`src/rtl/ram_port_arbiter.sv`:
```
// ram_port_arbiter
//
// Shares the single-port effect RAM between NUM_REQ requesters: the config loader,
// the delay tap reader and the output sample writer. Each access takes two cycles.
// In the first cycle loc_ramclk is high and the address and command are presented.
// In the second cycle loc_ramclk is low, read data is captured and the requester
// sees a one-cycle ack. A round-robin pointer decides which pending request is
// granted. Writes below PROT_TOP, where the config and parameter words live, are
// dropped; they still complete and are flagged on wr_blocked.
//
// Ports:
//   clk            system clock
//   reset          asynchronous, active-low reset
//   req            per-requester request, held until its ack
//   req_we         per-requester write flag (1 = write)
//   req_addr       packed addresses, requester i at [i*AW +: AW]
//   req_wdata      packed write data, requester i at [i*DW +: DW]
//   ack            one-hot completion pulse
//   rdata          read data, valid in the ack cycle of a read
//   wr_blocked     pulses with ack when a protected write was dropped
//   busy           high while an access is in flight
//   grant_id       index of the current or last granted requester
//   loc_readdata   RAM read data
//   loc_writedata  RAM write data
//   loc_ramaddress RAM address
//   loc_ramclk     RAM clock, generated here
//   loc_ramread    RAM read enable
//   loc_ramwrite   RAM write enable

module ram_port_arbiter #(
    parameter int unsigned NUM_REQ  = 3,
    parameter int unsigned AW       = 15,
    parameter int unsigned DW       = 32,
    parameter int unsigned PROT_TOP = 7
) (
    input  logic                  clk,
    input  logic                  reset,
    input  logic [NUM_REQ-1:0]    req,
    input  logic [NUM_REQ-1:0]    req_we,
    input  logic [NUM_REQ*AW-1:0] req_addr,
    input  logic [NUM_REQ*DW-1:0] req_wdata,
    output logic [NUM_REQ-1:0]    ack,
    output logic [DW-1:0]         rdata,
    output logic                  wr_blocked,
    output logic                  busy,
    output logic [1:0]            grant_id,
    input  logic [DW-1:0]         loc_readdata,
    output logic [DW-1:0]         loc_writedata,
    output logic [AW-1:0]         loc_ramaddress,
    output logic                  loc_ramclk,
    output logic                  loc_ramread,
    output logic                  loc_ramwrite
);

    typedef enum logic [1:0] {
        StIdle,
        StAccess,
        StDone
    } state_e;

    state_e     state_q;
    logic [1:0] ptr_q;
    // Command kind of the access in flight, captured at grant.
    logic       cur_we_q;
    logic       cur_prot_q;

    logic [NUM_REQ-1:0] last_mask;
    logic [NUM_REQ-1:0] eligible;
    logic               found;
    logic [1:0]         gnt;
    logic [1:0]         next_ptr;
    logic [AW-1:0]      gnt_addr;
    logic [DW-1:0]      gnt_wdata;
    logic               gnt_we;
    logic               gnt_prot;

    // Requester picking, done combinationally from the registered pointer.
    always_comb begin
        int idx;
        idx       = 0;
        last_mask = NUM_REQ'(1) << grant_id;

        // The requester acked in DONE sits out one arbitration round.
        unique case (state_q)
            StIdle:  eligible = req;
            StDone:  eligible = req & ~last_mask;
            default: eligible = '0;
        endcase

        // Walk from the farthest offset back to the pointer so the closest
        // eligible requester is the last one written and therefore wins.
        found = 1'b0;
        gnt   = '0;
        for (int k = int'(NUM_REQ) - 1; k >= 0; k--) begin
            idx = (int'(ptr_q) + k) % int'(NUM_REQ);
            if (eligible[idx]) begin
                found = 1'b1;
                gnt   = 2'(idx);
            end
        end

        next_ptr = (int'(gnt) == int'(NUM_REQ) - 1) ? 2'd0 : gnt + 2'd1;
    end

    always_comb begin
        gnt_addr  = req_addr[int'(gnt)*AW +: AW];
        gnt_wdata = req_wdata[int'(gnt)*DW +: DW];
        gnt_we    = req_we[gnt];
        gnt_prot  = gnt_addr < AW'(PROT_TOP);
    end

    always_ff @(posedge clk or negedge reset) begin
        if (!reset) begin
            state_q        <= StIdle;
            ptr_q          <= '0;
            cur_we_q       <= 1'b0;
            cur_prot_q     <= 1'b0;
            ack            <= '0;
            rdata          <= '0;
            wr_blocked     <= 1'b0;
            busy           <= 1'b0;
            grant_id       <= '0;
            loc_writedata  <= '0;
            loc_ramaddress <= '0;
            loc_ramclk     <= 1'b0;
            loc_ramread    <= 1'b0;
            loc_ramwrite   <= 1'b0;
        end else begin
            unique case (state_q)
                // IDLE and DONE share the grant path so back-to-back accesses
                // keep loc_ramclk toggling every cycle.
                StIdle, StDone: begin
                    ack        <= '0;
                    wr_blocked <= 1'b0;
                    if (found) begin
                        loc_ramaddress <= gnt_addr;
                        if (gnt_we) begin
                            loc_writedata <= gnt_wdata;
                        end
                        loc_ramclk   <= 1'b1;
                        loc_ramread  <= !gnt_we;
                        loc_ramwrite <= gnt_we && !gnt_prot;
                        busy         <= 1'b1;
                        grant_id     <= gnt;
                        cur_we_q     <= gnt_we;
                        cur_prot_q   <= gnt_prot;
                        ptr_q        <= next_ptr;
                        state_q      <= StAccess;
                    end else begin
                        busy    <= 1'b0;
                        state_q <= StIdle;
                    end
                end
                StAccess: begin
                    loc_ramclk   <= 1'b0;
                    loc_ramread  <= 1'b0;
                    loc_ramwrite <= 1'b0;
                    ack          <= last_mask;
                    if (!cur_we_q) begin
                        rdata <= loc_readdata;
                    end
                    wr_blocked <= cur_we_q && cur_prot_q;
                    state_q    <= StDone;
                end
                default: begin
                    state_q <= StIdle;
                end
            endcase
        end
    end

endmodule

```
`config.mk`:
```
export PLATFORM = sky130hd
export DESIGN_NAME = ram_port_arbiter
export DESIGN_NICKNAME = d
export VERILOG_FILES = /design/src/rtl/ram_port_arbiter.sv
export SDC_FILE = /design/constraint.sdc
export NUM_CORES = 1
export LEC_CHECK = 0
export CAP_MARGIN = 20
export CORE_AREA = 4 4 132 134
export CTS_BUF_LIST = sky130_fd_sc_hd__clkbuf_16
export CTS_CLUSTER_SIZE = 24
export DETAILED_ROUTE_END_ITERATION = 10
export DIE_AREA = 0 0 136 138
export HOLD_SLACK_MARGIN = 0.12
export PLACE_DENSITY = 0.67
export SETUP_SLACK_MARGIN = 0.3
export SYNTH_ARGS = -nofsm -noshare
export SYNTH_HDL_FRONTEND = slang
export SYNTH_SLANG_ARGS = --single-unit
```
`constraint.sdc`:
```
create_clock -name clk -period 2.65 [get_ports clk]
set_input_delay 0.265 -clock clk [delete_from_list [all_inputs] [get_ports clk]]
set_output_delay 0.265 -clock clk [all_outputs]
set_load 0.05 [all_outputs]
```
==> results.py, run 1 <==
metrics = {
    "outcome": {
        "status": "finished, violations left",
        "violations": "negative setup slack",
    },
    "floorplan": {
        "fp.dieH_um": 138,
        "coreArea_um2": 16300,
        "boundaryPins": 270,
        "die_area_um2": 18800,
        "dieWidth_um": 136,
        "std_cell_rows": 47,
        "initial_core_util_pct": 29.5,
    },
    "timing": {
        "fmax_mhz": 346,
        "finalSetupTns_ns": -6.23,
        "slew_violations": 0,
        "finalClockSkew_ns": 0.0101,
        "setup-violations-final": 36,
        "fin_crit_ns": 2.89,
        "worstMarginPinSlew_ns": 0.797,
        "holdWs_ns": 0.483,
        "timing.final.ws_setup_ns": -0.244,
        "timing.final.crit_share_pct": 109,
        "rsz0062_at_grt": "yes",
        "finalHoldViolations": 0,
        "max_slew_margin_pct": 46.9,
    },
    "detailed_routing": {
        "vias": 5104,
        "wl_mm": 19.3,
        "drt_iter0_markers": 199,
        "wl_per_cell_um": 18.7,
        "dr.pass1.iters": 4,
        "via_per_inst": 4.94,
        "drc": 0,
        "ant_nets": 0,
    },
    "yosys": {
        "ys_types": 50,
        "synth_seq_area_share_pct": 49.4,
        "ys_warn_count": 0,
        "ys_ff_latch": 95,
        "async_reset_ff_share_pct": 100,
        "synth_edf_count": 0,
        "synth_cells": 490,
        "synthTopCellsByCount": "105 x nand2_1, 95 x dfrtp_1, 39 x nor2_1",
        "synthFlopType": "dfrtp_1",
        "syn_avg_cell_area_um2": 9.82,
        "synth_top_area_share_pct": 49.4,
        "synth_area_leaders": "dfrtp_1 49%, mux2_2 8.9%, nand2_1 8.2%",
        "syn_nets": 673,
        "yosysMostFrequentCell": "nand2_1",
        "synth_area_um2": 4810,
        "yosys.area.top_type": "dfrtp_1",
    },
    "cts": {
        "root_buffer": "clkbuf_16",
        "htreeDepth": 3,
        "numCtsBuffers": 9,
        "cts_sinks": 95,
        "clk_latency_ns": 0.34,
        "clockBufferDepth": 2,
        "clk_pin_slew_ns": 0.07,
        "cts_tree": "done",
    },
    "critical_path": {
        "critPathRequiredTime_ns": 2.87,
        "cp_cell_sequence": "inv_2, ha_4, or4b_4, o211ai_4, buf_4, or3_4, a31oi_1, nor4_1, nand4_1, o41a_1",
        "cp_num_buf_inv": 2,
        "slowest_stage": "or4b_4",
        "cpLargestDelayFamily": "simple AND/OR/NAND/NOR gates",
        "cp_data_arrival_time_ns": 3.12,
        "crit_path_end_kind": "flop",
        "start_kind": "flop",
        "max_stage_delay_ns": 0.55,
        "path_max_fanout": 6,
        "critPathKind": "reg -> reg",
    },
    "cells_and_area": {
        "fillerInstances": 1392,
        "area_growth_pct": 90.6,
        "n_antenna_cell": 0,
        "nets": 992,
        "drive_gt1_share_pct": 26.0,
        "final_core_util_pct": 56.3,
    },
    "global_route": {
        "antenna_found_initial": 0,
        "grt_first_pass_wirelength_mm": 27.3,
        "grt_max_degree": 60,
        "grt_pass1_vias": 5450,
        "grt_overflow": 0,
        "grtUsageTotal_pct": 18.1,
    },
    "place": {
        "dp_slack_ns": -0.387,
        "io_buffers": 269,
        "globalplace.congestion": 0.930,
        "hpwl_mm": 13.5,
    },
    "pwr": {
        "p_per_area_nw_per_um2": 1500,
        "p_leak_uw": 0.00394,
        "power_uw": 13800,
        "vdd_drop_max_v": 0.00107,
    },
    "min_path": {
        "hp-class": "reg -> reg",
    },
    "flow_run": {
        "cap_violations": 0,
    },
}
## worst reg2reg max path: cells and delay by family, from the launching register on
kind                     cells  cell delay (ns)
AO/OA/AOI/OAI                3             0.74
adder cells (fa/ha/maj)      1             0.17
buffers and inverters        2             0.22
flip-flops                   1             0.41
AND/OR/NAND/NOR              4             1.25
## metal layers
layer,wire [µm],GRT usage [%]
met5,0,0
met1,7180,19.5
met3,1370,5.67
met2,10100,33.0
met4,698,6.10
## final cells by class
type                       instances  area [µm²]  share of cell area (%)
clock buffer                       9         225                    2.46
timing repair buffer             345        3530                    38.5
multi-input combinational        344        2650                    28.9
sequential                        95        2380                    26.0
inverter                          14        52.6                   0.573
tap                              220         275                    3.00
clock inverter                     7        62.6                   0.682
## cell usage in the layout (no fill, tap or decap), drive strengths merged, types with 2 or more instances in the layout
cell,count
a21oi,15
dfrtp,95
nor4,8
o2bb2ai,6
nand2,105
nor2b,3
nor3,4
nor2,40
buf,71
or3,9
clkinv,2
a21o,32
mux2,38
nor3b,4
ha,2
clkbuf,14
o211ai,2
inv,18
o21ai,15
a31oi,6
clkdlybuf4s50,268
nand2b,4
a311oi,32
## flip-flops by register name (all words and copies together) (netlist names), 2 cells and up
name,flops
loc_ramaddress,15
state_q,2
rdata,32
ack,3
grant_id,2
ptr_q,2
loc_writedata,32
## what timing repair did
item                                   CTS  global route
gates cloned                             0             8
setup endpoints to repair               51            52
pin swaps                               10            10
hold buffers                             1             0
resized for setup                       49            50
buffers inserted                         7            10
endpoints found under the hold margin   58             0
## through the flow
| stage | instance area (µm²) | std cells |
|---|---|---|
| 2_1_floorplan | 4930 | 490 |
| 3_3_place_gp | 8080 | 992 |
| 3_5_place_dp | 8080 | 992 |
| 4_1_cts | 8670 | 1016 |
| 5_1_grt | 9170 | 1034 |
| 6_report | 9170 | 1034 |
## cells by family (layout without fill, tap and decap cells)
logic type	after synthesis	after routing	synth area share, %
AND/OR/NAND/NOR	186	186	17.8
multiplexers	39	39	9.10
AO/OA/AOI/OAI	116	116	18.4
adder cells (fa/ha/maj)	3	3	0.728
flip-flops	95	95	49.4
buffers and inverters	51	375	4.63
## power breakdown
part	total [µW]	internal [µW]	switching, µW
Sequential	2630	2200	428
Clock	1260	657	605
Combinational	9900	4340	5570
## worst paths after layout
path                                               start                             to  slack, ns  cells after the start
setup / recovery                    ptr_q[0]$_DFFE_PN0P_       loc_ramwrite$_DFFE_PN0P_      -0.24                     10
min in group asynchronous                          reset  loc_writedata[10]$_DFFE_PN0P_       0.53                      2
hold reg to reg            loc_writedata[31]$_DFFE_PN0P_  loc_writedata[31]$_DFFE_PN0P_       0.48                      1
hold / removal             loc_writedata[31]$_DFFE_PN0P_  loc_writedata[31]$_DFFE_PN0P_       0.48                      1
max in group asynchronous                          reset  loc_writedata[21]$_DFFE_PN0P_       1.40                      3
setup reg to reg                    ptr_q[0]$_DFFE_PN0P_       loc_ramwrite$_DFFE_PN0P_      -0.24                     10
No activity file was read; power rests on OpenSTA's default activity.
==> inputs of run 2 (changes only) <==
- SETUP_SLACK_MARGIN: 0.3 -> 0.2
==> run 2 against run 1 <==
  * Fmax down 2.5%
  * The run still ends with negative setup slack left
  * Largest power group unchanged
  * Cell count up 1.1%
  * Die area unchanged
  * Worst hold slack worse by 0.086 ns
==> results.py, run 2 (same netlist as run 1, synthesis figures left out) <==
metrics = {
    "detailed_routing": {
        "via_per_inst": 5.00,
        "wl_per_cell_um": 19.2,
        "wl_mm": 20.1,
        "ant_nets": 0,
        "vias": 5229,
        "drt_iter0_markers": 215,
        "drc": 0,
        "dr.pass1.iters": 4,
    },
    "critical_path": {
        "reg2reg_to": "loc_writedata[8]$_DFFE_PN0P_",
        "critPathKind": "reg -> reg",
        "cp_cell_sequence": "inv_2, ha_4, or4b_4, o211ai_4, buf_12, nor2_4, buf_6, mux2i_1, o31a_4, buf_12, clkbuf_16, a311oi_2, a21o_1",
        "cpMostUsedCell": "buf_12",
        "reg2reg_from": "ptr_q[1]$_DFFE_PN0P_",
        "start_kind": "flop",
        "slowest_stage": "or4b_4",
        "cp_data_arrival_time_ns": 3.25,
        "max_stage_delay_ns": 0.55,
        "rrSetupSlack_ns": -0.32,
        "cpLargestDelayFamily": "compound AO/OA/AOI/OAI gates",
        "critPathRequiredTime_ns": 2.93,
        "reg2reg_depth": 13,
        "crit_path_end_kind": "flop",
        "cp_num_buf_inv": 5,
        "path_max_fanout": 6,
    },
    "global_route": {
        "use_met2_pct": 34.8,
        "grt_use_met1_pct": 20.7,
        "grt_pass1_vias": 5748,
        "grtUsageTotal_pct": 19.3,
        "grt_first_pass_wirelength_mm": 29.0,
        "antenna_found_initial": 0,
        "grt_max_degree": 38,
        "grt-busiest-layer": "met2",
        "grt_overflow": 0,
        "gr-usage-met3_pct": 7.38,
    },
    "cells_and_area": {
        "mostFrequentLayoutCell": "clkdlybuf4s50_1",
        "nets": 1003,
        "stdcell_count": 1045,
        "n_antenna_cell": 0,
        "drive_gt1_share_pct": 25.6,
        "area_growth_pct": 95.3,
        "fillerInstances": 1364,
        "reg.largest.list": "loc_writedata: 32 flops, rdata: 32 flops, loc_ramaddress: 15 flops",
        "fin_area_um2": 9400,
        "layout_common_cells": "268 x clkdlybuf4s50_1, 104 x nand2_1, 93 x dfrtp_1, 48 x buf_4",
    },
    "timing": {
        "slew_violations": 0,
        "rsz0062_at_grt": "yes",
        "worstMarginPinSlew_ns": 0.546,
        "max_slew_margin_pct": 63.5,
        "timing.final.ws_setup_ns": -0.317,
        "setup-violations-final": 36,
        "finalClockSkew_ns": 0.00858,
        "finalSetupTns_ns": -9.71,
        "fmax_mhz": 337,
        "finalHoldViolations": 0,
        "timing.final.crit_share_pct": 112,
        "fin_crit_ns": 2.97,
    },
    "floorplan": {
        "boundaryPins": 270,
        "dieWidth_um": 136,
        "fp.dieH_um": 138,
        "std_cell_rows": 47,
        "coreArea_um2": 16300,
        "die_area_um2": 18800,
        "initial_core_util_pct": 29.5,
    },
    "place": {
        "place_area_um2": 8090,
        "dp.cells": 992,
        "hpwl_mm": 13.4,
        "io_buffers": 269,
        "globalplace.congestion": 0.853,
    },
    "cts": {
        "clockBufferDepth": 2,
        "htreeDepth": 3,
        "cts_tree": "done",
        "clk_pin_slew_ns": 0.06,
        "cts_sinks": 95,
        "numCtsBuffers": 9,
        "root_buffer": "clkbuf_16",
        "clk_latency_ns": 0.34,
    },
    "outcome": {
        "violations": "negative setup slack",
        "status": "finished, violations left",
    },
    "flow_run": {
        "cap_violations": 0,
    },
    "min_path": {
        "hp-class": "in -> async",
    },
    "pwr": {
        "p_leak_uw": 0.00404,
        "p_per_area_nw_per_um2": 1530,
        "vdd_drop_max_v": 0.000951,
    },
}
-- run 2: how the worst max path moves through the flow --
stage,from,to,slack [ns],cells after the start
finish,ptr_q[1]$_DFFE_PN0P_,loc_writedata[8]$_DFFE_PN0P_,-0.32,13
global placement,req[0],loc_ramwrite$_DFFE_PN0P_,-0.36,8
global route,ptr_q[0]$_DFFE_PN0P_,loc_writedata[8]$_DFFE_PN0P_,-0.40,15
floorplan,ptr_q[0]$_DFFE_PN0P_,loc_ramwrite$_DFFE_PN0P_,-0.09,10
detailed placement,req[0],loc_ramwrite$_DFFE_PN0P_,-0.41,8
CTS,ptr_q[0]$_DFFE_PN0P_,loc_ramwrite$_DFFE_PN0P_,-0.22,10
-- run 2: metrics by stage --
stage	setup WS, ns	utilization [%]	hold WS [ns]	total power (µW)
2_1_floorplan	-0.0909	-	-0.0306	7900
3_3_place_gp	-0.362	49.6	0.218	10700
3_5_place_dp	-0.413	49.6	0.219	10900
4_1_cts	-0.223	53.5	0.393	12900
5_1_grt	-0.396	57.7	0.415	15200
6_report	-0.317	57.7	0.397	14400
-- run 2: timing repair --
| item | CTS | global route |
|---|---|---|
| hold buffers | 1 | 0 |
| hold endpoints to repair | 28 | 0 |
| setup endpoints to repair | 46 | 52 |
| gates resized for setup | 39 | 59 |
| gates cloned | 5 | 10 |
| buffers inserted | 5 | 16 |
| pin swaps | 6 | 28 |
-- run 2: metal layers --
| layer | up-vias | part of all wire [%] |
|---|---|---|
| li1 | 2405 | - |
| met1 | 2571 | 37 |
| met2 | 211 | 52 |
| met3 | 42 | 8.2 |
| met4 | 0 | 2.4 |
| met5 | - | 0 |
-- run 2: final cells by class --
class / instances / area, µm² / area share [%]
timing repair buffer: 355 / 3780 / 40.2
multi-input combinational: 345 / 2650 / 28.2
sequential: 95 / 2380 / 25.3
tap: 220 / 275 / 2.93
inverter: 14 / 56.3 / 0.599
clock inverter: 7 / 35.0 / 0.373
clock buffer: 9 / 225 / 2.40
-- run 2: power breakdown --
part / total, µW / switching [µW] / internal [µW]
Combinational: 10600 / 5830 / 4790
Sequential: 2620 / 419 / 2200
Clock: 1160 / 542 / 621
==> inputs of run 3 (changes only) <==
- CORE_AREA: 4 4 132 134 -> 2 2 130 132
- DIE_AREA: 0 0 136 138 -> 0 0 132 134
==> run 3 against run 2 <==
  * Combinational power hardly changed
  * Largest power group unchanged
  * Core utilization barely moved
  * Worst setup slack better by 0.0042 ns
  * The run still ends with negative setup slack left
  * Via count is 1.4% lower
  * Final area hardly changed
==> results.py, run 3 (same netlist as run 1, synthesis figures left out) <==
metrics = {
    "outcome": {
        "status": "finished, violations left",
        "violations": "negative setup slack",
    },
    "critical_path": {
        "max_stage_delay_ns": 0.55,
        "cp_cell_sequence": "inv_2, ha_4, or4b_4, o211ai_4, buf_12, nor2_4, a21oi_2, a21oi_2, or4_4, o41a_1",
        "slowest_stage": "or4b_4",
        "crit_path_end_kind": "flop",
        "path_max_fanout": 6,
        "critPathLaunch": "ptr_q[0]$_DFFE_PN0P_",
        "start_kind": "flop",
        "reg2reg_to": "loc_ramwrite$_DFFE_PN0P_",
        "critPathRequiredTime_ns": 2.87,
        "critPathKind": "reg -> reg",
        "cp_data_arrival_time_ns": 3.18,
        "cpMostUsedCell": "a21oi_2",
        "rrSetupSlack_ns": -0.31,
        "reg2reg_depth": 10,
        "setup.worst_path.end": "loc_ramwrite$_DFFE_PN0P_",
        "reg2reg_from": "ptr_q[0]$_DFFE_PN0P_",
    },
    "timing": {
        "fin_crit_ns": 2.96,
        "worstMarginPinSlew_ns": 0.617,
        "holdWs_ns": 0.455,
        "finalClockSkew_ns": 0.00644,
        "fmax_mhz": 338,
        "timing.final.ws_setup_ns": -0.313,
        "finalSetupTns_ns": -7.79,
        "slew_violations": 0,
        "max_slew_margin_pct": 58.9,
        "rsz0062_at_grt": "yes",
        "setup-violations-final": 39,
        "timing.final.crit_share_pct": 112,
        "finalHoldViolations": 0,
    },
    "cells_and_area": {
        "n_antenna_cell": 0,
        "area_growth_pct": 95.2,
        "layout_common_cells": "268 x clkdlybuf4s50_1, 98 x nand2_1, 93 x dfrtp_1, 42 x buf_4, 38 x nor2_1",
        "drive_gt1_share_pct": 27.0,
        "reg.largest.list": "loc_writedata: 32 flops, rdata: 32 flops, loc_ramaddress: 15 flops",
        "mostFrequentLayoutCell": "clkdlybuf4s50_1",
        "nets": 997,
        "fillerInstances": 1347,
        "stdcell_count": 1039,
    },
    "floorplan": {
        "boundaryPins": 270,
        "dieWidth_um": 132,
        "coreArea_um2": 16300,
        "die_area_um2": 17700,
        "initial_core_util_pct": 29.5,
        "std_cell_rows": 47,
        "fp.dieH_um": 134,
    },
    "detailed_routing": {
        "wl_per_cell_um": 17.9,
        "via_per_inst": 4.96,
        "vias": 5155,
        "wl_mm": 18.6,
        "drt_iter0_markers": 185,
        "drc": 0,
        "ant_nets": 0,
        "dr.pass1.iters": 4,
    },
    "pwr": {
        "pwr-share-clk_pct": 9.3,
        "p_leak_uw": 0.00403,
        "p_per_area_nw_per_um2": 1530,
        "p_switching_uw": 6770,
        "power_uw": 14400,
        "intPower_uw": 7630,
        "seqPwrFrac_pct": 18.2,
        "switching_share_pct": 47.0,
        "pwr-share-comb_pct": 72.6,
        "vdd_drop_max_v": 0.000916,
    },
    "global_route": {
        "grt_overflow": 0,
        "grt_pass1_vias": 5540,
        "grtUsageTotal_pct": 20.1,
        "grt_max_degree": 51,
        "antenna_found_initial": 0,
        "grt_first_pass_wirelength_mm": 28.3,
    },
    "cts": {
        "cts_tree": "done",
        "htreeDepth": 3,
        "numCtsBuffers": 9,
        "clk_pin_slew_ns": 0.07,
        "cts_sinks": 95,
        "clockBufferDepth": 2,
        "clk_latency_ns": 0.35,
        "root_buffer": "clkbuf_16",
    },
    "flow_run": {
        "cap_violations": 0,
    },
    "place": {
        "dp_slack_ns": -0.389,
        "globalplace.congestion": 0.917,
        "hpwl_mm": 12.5,
        "io_buffers": 269,
        "dp.cells": 986,
    },
    "min_path": {
        "hp-class": "in -> async",
    },
}
==> run 3: cell types whose count changed in the layout (fill, tap and decap cells not counted), sizes merged <==
cell,before,now
o211ai,3,2
bufbuf,0,2
inv,16,15
bufinv,0,1
buf,78,77
clkbuf,17,11
==> run 3: area by class of cell <==
cell class	count	area, µm²	share of cell area (%)
flip-flops and latches	95	2380	25.3
well taps	220	275	2.93
repair buffers	350	3670	39.1
inverters	14	56.3	0.599
clock inverters	7	81.3	0.866
multi-input cells	344	2700	28.8
clock buffers	9	225	2.40
==> run 3: repair_timing <==
action,CTS,global route
pin swaps,34,31
setup buffers,25,1
endpoints found under the hold margin,45,0
gates resized for setup,82,42
hold buffers,1,0
gates cloned,7,3
endpoints found under the setup margin,46,50
==> run 3: power by group through the flow <==
stage	combinational [µW]	sequential (µW)	clock [µW]
after global placement	7900	2590	0
after CTS	9710	2620	1380
final	10400	2620	1330
after detailed placement	8020	2630	0
after floorplan	3020	4880	0
after global routing	11000	2710	1440
==> run 3: routing by layer <==
| metal | GRT usage (%) | share of wire (%) |
|---|---|---|
| met5 | 0 | 0 |
| met3 | 6.27 | 7.8 |
| met2 | 36.5 | 52 |
| met4 | 7.00 | 2.4 |
| met1 | 22.2 | 38 |
==> run 3: worst min path at each step <==
stage                                  startpoint                       endpoint  slack [ns]  depth (start not counted)
floorplan                                   reset             ack[0]$_DFFE_PN0P_       -0.03                          0
global placement                            reset  loc_writedata[15]$_DFFE_PN0P_        0.30                          1
detailed placement                          reset  loc_writedata[15]$_DFFE_PN0P_        0.30                          1
CTS                                         reset  loc_writedata[15]$_DFFE_PN0P_        0.48                          2
global route        loc_writedata[21]$_DFFE_PN0P_  loc_writedata[21]$_DFFE_PN0P_        0.49                          1
finish                                      reset  loc_writedata[15]$_DFFE_PN0P_        0.45                          2
==> run 3: stage by stage <==
step                utilization [%]  instance area, µm²
floorplan                         -                4880
global placement               49.2                8020
detailed placement             49.2                8020
CTS                            55.8                9090
global route                   57.7                9390
finish                         57.7                9390
==> run 3: worst max-delay path, delay by kind of cell, from the launching register on <==
family          cells  cell delay, ns
flops               1            0.41
simple gates        3            1.14
fa+ha+maj           1            0.17
buf+inv             2            0.22
compound gates      4            0.90
